## src/rtl/audio_peak_meter_pkg.sv

```systemverilog
// Shared definitions for the audio peak meter.
// Holds the default word sizes, the 48 kHz timing defaults, the bar width
// and the envelope phase type used by the top level.
package audio_peak_meter_pkg;

  // Magnitude word size and fixed-point fraction position of the upstream path.
  localparam int unsigned DEF_WS = 16;
  localparam int unsigned DP     = 8;

  // Defaults for a 48 kHz sample rate.
  localparam int unsigned DEF_HOLD        = 4800;   // 100 ms peak hold
  localparam int unsigned DEF_DECAY_SHIFT = 10;
  localparam int unsigned DEF_CLIP_TH     = 32000;
  localparam int unsigned DEF_CLIP_HOLD   = 24000;  // 500 ms clip indication
  localparam int unsigned DEF_WIN         = 800;    // 60 display frames/s

  localparam int unsigned BAR_W = 4;

  // Which rule updates the envelope on a given sample.
  typedef enum logic [1:0] {
    ENV_ATTACK,
    ENV_HOLD,
    ENV_DECAY
  } env_phase_e;

endpackage

```

## src/rtl/audio_peak_meter_peak_to_bar.sv

```systemverilog
// peak_to_bar: combinational priority encoder.
// Ports:
//   val - envelope value, WS-1 bits, unsigned
//   bar - index of the highest set bit plus one; 0 when val == 0
module peak_to_bar
  import audio_peak_meter_pkg::*;
#(
  parameter int unsigned WS = DEF_WS
) (
  input  logic [WS-2:0]    val,
  output logic [BAR_W-1:0] bar
);

  // Ascending scan: the last set bit seen is the most significant one.
  always_comb begin
    bar = '0;
    for (int unsigned i = 0; i < WS - 1; i++) begin
      if (val[i]) begin
        bar = BAR_W'(i + 1);
      end
    end
  end

endmodule

```

## src/rtl/audio_peak_meter.sv

```systemverilog
// audio_peak_meter: VU-meter front end for the magnitude stream.
// Produces a peak-hold/decay envelope, a log2 bar level, a clip indicator
// and a per-window maximum for the display refresh.
// Ports:
//   clk, rst_n         - system clock, synchronous active-low reset
//   in_valid, in_mag   - sample strobe and signed magnitude (negatives read as 0)
//   clr                - synchronous clear of all state, overrides in_valid
//   peak, bar, clip    - envelope, bar level, clip flag (valid with out_valid)
//   out_valid          - pulses one cycle after an accepted sample
//   win_peak, win_stb  - maximum of the last completed window and its strobe
module audio_peak_meter
  import audio_peak_meter_pkg::*;
#(
  parameter int unsigned WS          = DEF_WS,
  parameter int unsigned HOLD        = DEF_HOLD,
  parameter int unsigned DECAY_SHIFT = DEF_DECAY_SHIFT,
  parameter int unsigned CLIP_TH     = DEF_CLIP_TH,
  parameter int unsigned CLIP_HOLD   = DEF_CLIP_HOLD,
  parameter int unsigned WIN         = DEF_WIN
) (
  input  logic                 clk,
  input  logic                 rst_n,
  input  logic                 in_valid,
  input  logic signed [WS-1:0] in_mag,
  input  logic                 clr,
  output logic [WS-1:0]        peak,
  output logic [BAR_W-1:0]     bar,
  output logic                 clip,
  output logic                 out_valid,
  output logic [WS-1:0]        win_peak,
  output logic                 win_stb
);

  localparam int unsigned MW     = WS - 1;
  localparam int unsigned HOLD_W = $clog2(HOLD + 1);
  localparam int unsigned CLIP_W = $clog2(CLIP_HOLD + 1);
  localparam int unsigned WIN_W  = $clog2(WIN + 1);

  localparam logic [HOLD_W-1:0] HOLD_V      = HOLD_W'(HOLD);
  localparam logic [CLIP_W-1:0] CLIP_HOLD_V = CLIP_W'(CLIP_HOLD);
  localparam logic [WIN_W-1:0]  WIN_LAST    = WIN_W'(WIN - 1);
  localparam logic [MW-1:0]     CLIP_TH_V   = MW'(CLIP_TH);

  logic [MW-1:0]     mag;
  logic [MW-1:0]     peak_r;
  logic [MW-1:0]     peak_nxt;
  logic [MW-1:0]     decay_step;
  logic [HOLD_W-1:0] hold_cnt;
  logic [HOLD_W-1:0] hold_nxt;
  logic [CLIP_W-1:0] clip_cnt;
  logic [CLIP_W-1:0] clip_cnt_nxt;
  logic              clip_nxt;
  logic [WIN_W-1:0]  win_cnt;
  logic [MW-1:0]     win_acc;
  logic [MW-1:0]     win_max;
  logic [MW-1:0]     win_peak_r;
  logic [BAR_W-1:0]  bar_nxt;
  env_phase_e        phase;

  // Envelope, clip and window next-state decode.
  always_comb begin
    mag = in_mag[WS-1] ? '0 : in_mag[MW-1:0];

    if (mag >= peak_r) begin
      phase = ENV_ATTACK;
    end else if (hold_cnt != '0) begin
      phase = ENV_HOLD;
    end else begin
      phase = ENV_DECAY;
    end

    // Minimum step of 1 so small envelopes still reach zero; step <= peak_r
    // always holds, so the subtraction cannot underflow.
    decay_step = peak_r >> DECAY_SHIFT;
    if (decay_step == '0 && peak_r != '0) begin
      decay_step = MW'(1);
    end

    peak_nxt = peak_r;
    hold_nxt = hold_cnt;
    case (phase)
      ENV_ATTACK: begin
        peak_nxt = mag;
        hold_nxt = HOLD_V;
      end
      ENV_HOLD: begin
        hold_nxt = hold_cnt - HOLD_W'(1);
      end
      ENV_DECAY: begin
        peak_nxt = peak_r - decay_step;
      end
      default: begin
        peak_nxt = peak_r;
        hold_nxt = hold_cnt;
      end
    endcase

    clip_cnt_nxt = clip_cnt;
    clip_nxt     = clip;
    if (mag >= CLIP_TH_V) begin
      clip_cnt_nxt = CLIP_HOLD_V;
      clip_nxt     = 1'b1;
    end else if (clip_cnt != '0) begin
      clip_cnt_nxt = clip_cnt - CLIP_W'(1);
      clip_nxt     = (clip_cnt_nxt != '0);
    end

    win_max = (mag > win_acc) ? mag : win_acc;
  end

  // Bar level follows the new envelope in the same register stage.
  peak_to_bar #(
    .WS(WS)
  ) u_peak_to_bar (
    .val(peak_nxt),
    .bar(bar_nxt)
  );

  always_ff @(posedge clk) begin
    if (!rst_n || clr) begin
      peak_r     <= '0;
      hold_cnt   <= '0;
      bar        <= '0;
      clip_cnt   <= '0;
      clip       <= 1'b0;
      win_cnt    <= '0;
      win_acc    <= '0;
      win_peak_r <= '0;
      win_stb    <= 1'b0;
      out_valid  <= 1'b0;
    end else begin
      out_valid <= in_valid;
      win_stb   <= 1'b0;
      if (in_valid) begin
        peak_r   <= peak_nxt;
        hold_cnt <= hold_nxt;
        bar      <= bar_nxt;
        clip_cnt <= clip_cnt_nxt;
        clip     <= clip_nxt;
        // The sample at WIN-1 closes its own window.
        if (win_cnt == WIN_LAST) begin
          win_peak_r <= win_max;
          win_stb    <= 1'b1;
          win_acc    <= '0;
          win_cnt    <= '0;
        end else begin
          win_acc <= win_max;
          win_cnt <= win_cnt + WIN_W'(1);
        end
      end
    end
  end

  assign peak     = {1'b0, peak_r};
  assign win_peak = {1'b0, win_peak_r};

endmodule

```

## config.mk

```make
export PLATFORM = sky130hd
export DESIGN_NAME = audio_peak_meter
export DESIGN_NICKNAME = d
export VERILOG_FILES = /design/src/rtl/audio_peak_meter_pkg.sv /design/src/rtl/audio_peak_meter_peak_to_bar.sv /design/src/rtl/audio_peak_meter.sv
export SDC_FILE = /design/constraint.sdc
export NUM_CORES = 1
export LEC_CHECK = 0
export CAP_MARGIN = 20
export CORE_MARGIN = 3
export CORE_UTILIZATION = 40
export CTS_BUF_LIST = sky130_fd_sc_hd__clkbuf_8
export CTS_CLUSTER_SIZE = 25
export DETAILED_ROUTE_END_ITERATION = 7
export DONT_BUFFER_PORTS = 1
export HOLD_SLACK_MARGIN = 0.06
export PLACE_DENSITY = 0.59
export SYNTH_ARGS = -nofsm -noshare
export SYNTH_HDL_FRONTEND = slang
export SYNTH_SLANG_ARGS = --single-unit
```

## constraint.sdc

```tcl
create_clock -name clk -period 6.4 [get_ports clk]
set_input_delay 1.92 -clock clk [delete_from_list [all_inputs] [get_ports clk]]
set_output_delay 1.92 -clock clk [all_outputs]
set_load 0.01 [all_outputs]
```

==> flow_metrics.tcl <==
set metrics [dict create \
    crit_required_ps 6640 \
    cts_tree "yes" \
    initial_core_util_pct 41.6 \
    syn_area_mm2 0.00586 \
    fin_crit_sh_pct 70.9 \
    ys_top_cells_by_area "dfxtp_1 (31%), mux2i_1 (5.8%), ha_1 (5.6%)" \
    drt_pre_antenna_iters 5 \
    worstPathMaxFanout 12 \
    vias 5030 \
    async_flop_share_pct 0 \
    path_class "in2reg" \
    final_max_slew_viol_count 0 \
    drc 0 \
    synth_top_area_share_pct 30.8 \
    fin_cells 877 \
    synth_ff_type "dfxtp_1" \
    synth_top_cell_by_area "dfxtp_1" \
    track_usage_pct 19.6 \
    die_h_um 127 \
    hp-class "reg2reg" \
    start_kind "input port" \
    r2r_slack_ps 2120 \
    syn_to_final_growth_pct 5.72 \
    cts-resized-gates 0 \
    cap_violations 0 \
    critPathSlowestCell "nor4_4" \
    leakagePower_nw 2.33 \
    layout-drive-gt1-share_pct 7.32 \
    hpwl_mm 11.8 \
    tightestPinTransition_ps 898 \
    synth_cell_types 74 \
    netlist_instances 709 \
    critPathMaxStageDelay_ps 530 \
    path_buf_inv 1 \
    grt_overflow 0 \
    min_from "win_acc[13]$_SDFFE_PP0P_" \
    final_area_mm2 0.00619 \
    die_area_mm2 0.0161 \
    critPathTopFamily "simple AND/OR/NAND/NOR gates" \
    yosysWarnings 0 \
    yosysMostFrequentCell "dfxtp_1" \
    place_area_mm2 0.00595 \
    vias_per_cell 5.74 \
    reg2reg_to "bar[2]$_SDFFE_PP0P_" \
    fmax_ghz 0.220 \
    setup.worst_path.end_class "flip-flop" \
    p_per_area_mw_per_mm2 305 \
    wire_per_inst_um 18.0 \
    slew_headroom_pct 39.9 \
    cts-buffers-inserted 9 \
    diodes 0 \
    postRouteAntennaNets 0 \
    status "finished, final reports clean" \
    p_total_mw 1.89 \
    grt_pass1_wl_mm 25.5 \
    num-nets-final 739 \
    min_path_cells 2 \
    port_buffers 0 \
    holdPathEnd "win_acc[13]$_SDFFE_PP0P_" \
    hold_viol 0 \
    ir_drop_mv 0.213 \
    cts_sinks 90 \
    die_w_um 127 \
    antenna_found_initial 0 \
    ys_seq_area_share_pct 30.8 \
    finalClockSkew_ps 11.5 \
    min_period_ps 4540 \
    wirelength_mm 15.8 \
    htree_levels 3 \
    gp_congestion 0.924 \
    netlist_top_cells_count "dfxtp_1 (90), nor2_1 (74), nand2_1 (54)" \
    synth-edff-count 0 \
    clk_pin_slew_worst_paths_ps 90 \
    rows 43 \
    drt_iter0_drc 425 \
    clk_latency_ps 370 \
    cts_hold_buf 0 \
    worstPathCellList "nor2b_1, ha_1, nand4_1, nor2_1, and4b_1, and4_1, a211o_1, nor4_4, buf_4, mux2i_1, o21ai_0" \
    fillers 1422 \
    grt_pass1_vias 4840 \
    rsz0062_at_grt "no" \
    core_area_mm2 0.0141 \
    reg2reg_depth 17 \
    placed_cells 860 \
    reg2reg_from "peak_r[6]$_SDFFE_PP0P_" \
    boundaryPins 59 \
    tns_ps 0 \
    cts-root-buf "clkbuf_8" \
    clockBufferDepth 2 \
    setup_viol 0 \
    syn_avg_cell_area_um2 8.26 \
    postCtsSetupBuffers 0 \
    grt_max_degree 44 \
    ys_seq_elements 90 \
    arrival_ps 4770 \
]
cell usage in the layout, fill, tap and decap left out, types with 5 or more instances in the layout:
| cell type | count |
|---|---|
| nor3_1 | 17 |
| nand2_1 | 54 |
| o21ai_1 | 12 |
| inv_1 | 40 |
| nand4_1 | 13 |
| a211oi_1 | 7 |
| o21a_1 | 6 |
| nor2_1 | 74 |
| xnor2_1 | 18 |
| clkbuf_8 | 9 |
| o21ai_0 | 33 |
| nand3_1 | 22 |
| nor4_1 | 6 |
| a22o_1 | 13 |
| a21oi_1 | 52 |
| mux2i_1 | 34 |
| dfxtp_1 | 90 |
| a31oi_1 | 8 |
| nand2b_1 | 15 |
| nor2b_1 | 12 |
| xor2_1 | 21 |
| ha_1 | 26 |
| or3_1 | 5 |
| nand3b_1 | 6 |
| and2_1 | 6 |
| mux2_2 | 5 |
area by class of cell:
class / instances / area [um2] / share of cell area (%)
multi-input combinational: 548 / 3760 / 60.6
timing repair buffer: 4 / 30.0 / 0.485
clock inverter: 7 / 110 / 1.78
inverter: 39 / 146 / 2.36
tap: 180 / 225 / 3.64
clock buffer: 9 / 124 / 2.00
sequential: 90 / 1800 / 29.1
worst reg2reg max path, delay by kind of cell, from the launching register on:
family | cells | cell delay, ps
compound gates | 4 | 840
xor+xnor | 1 | 250
simple gates | 8 | 1650
mux | 1 | 210
flops | 1 | 590
fa+ha+maj | 2 | 610
buf+inv | 1 | 60
per-layer routing:
layer  GRT usage [%]  part of all wire [%]  up-vias
met3            5.06                   7.0       17
met2            31.2                    46      125
li1                -                     -     2496
met5               0                     0        -
met1            25.9                    46     2392
met4            6.81                   1.6        0
logic make-up after synthesis:
group                      Yosys count  share of synthesized area [%]
buffers and inverters               72                           5.42
DFF                                 90                           30.8
adders and majority gates           28                           6.09
and+or+nand+nor                    269                           25.7
xor gates and xnor gates            39                           5.83
other                                1                         0.0640
AOI/OAI and AO/OA                  170                           19.2
muxes                               40                           6.96
power breakdown:
group,switching (mW),total [mW],internal [mW]
registers,0.0573,0.655,0.597
logic,0.454,0.765,0.311
clock network,0.212,0.468,0.256
through the flow:
stage | setup slack [ps] | utilization, % | hold WS, ps
detailed placement | 1530 | 42.2 | 472
global route | 1690 | 43.9 | 519
finish | 1860 | 43.9 | 487
floorplan | 1340 | - | 449
CTS | 1930 | 43.9 | 485
global placement | 1580 | 42.2 | 463
registers in the layout (all words and copies together), names as in the netlist:
| register | cells |
|---|---|
| clip_cnt | 15 |
| peak_r | 15 |
| win_acc | 15 |
| win_peak_r | 15 |
| hold_cnt | 13 |
| win_cnt | 10 |
| bar | 4 |
| clip | 1 |
| out_valid | 1 |
| win_stb | 1 |
how the worst max path moves through the flow:
stage,start,end,slack [ps],depth (start not counted)
CTS,in_mag[6],win_peak_r[8]$_SDFFE_PP0P_,1930,11
global route,in_mag[6],win_acc[5]$_SDFFE_PP0P_,1690,10
finish,in_mag[7],win_peak_r[8]$_SDFFE_PP0P_,1860,11
detailed placement,in_mag[6],win_peak_r[8]$_SDFFE_PP0P_,1530,11
floorplan,in_mag[15],win_acc[2]$_SDFFE_PP0P_,1340,15
global placement,in_mag[6],win_peak_r[11]$_SDFFE_PP0P_,1580,11
No activity file was read; power rests on OpenSTA's default activity.
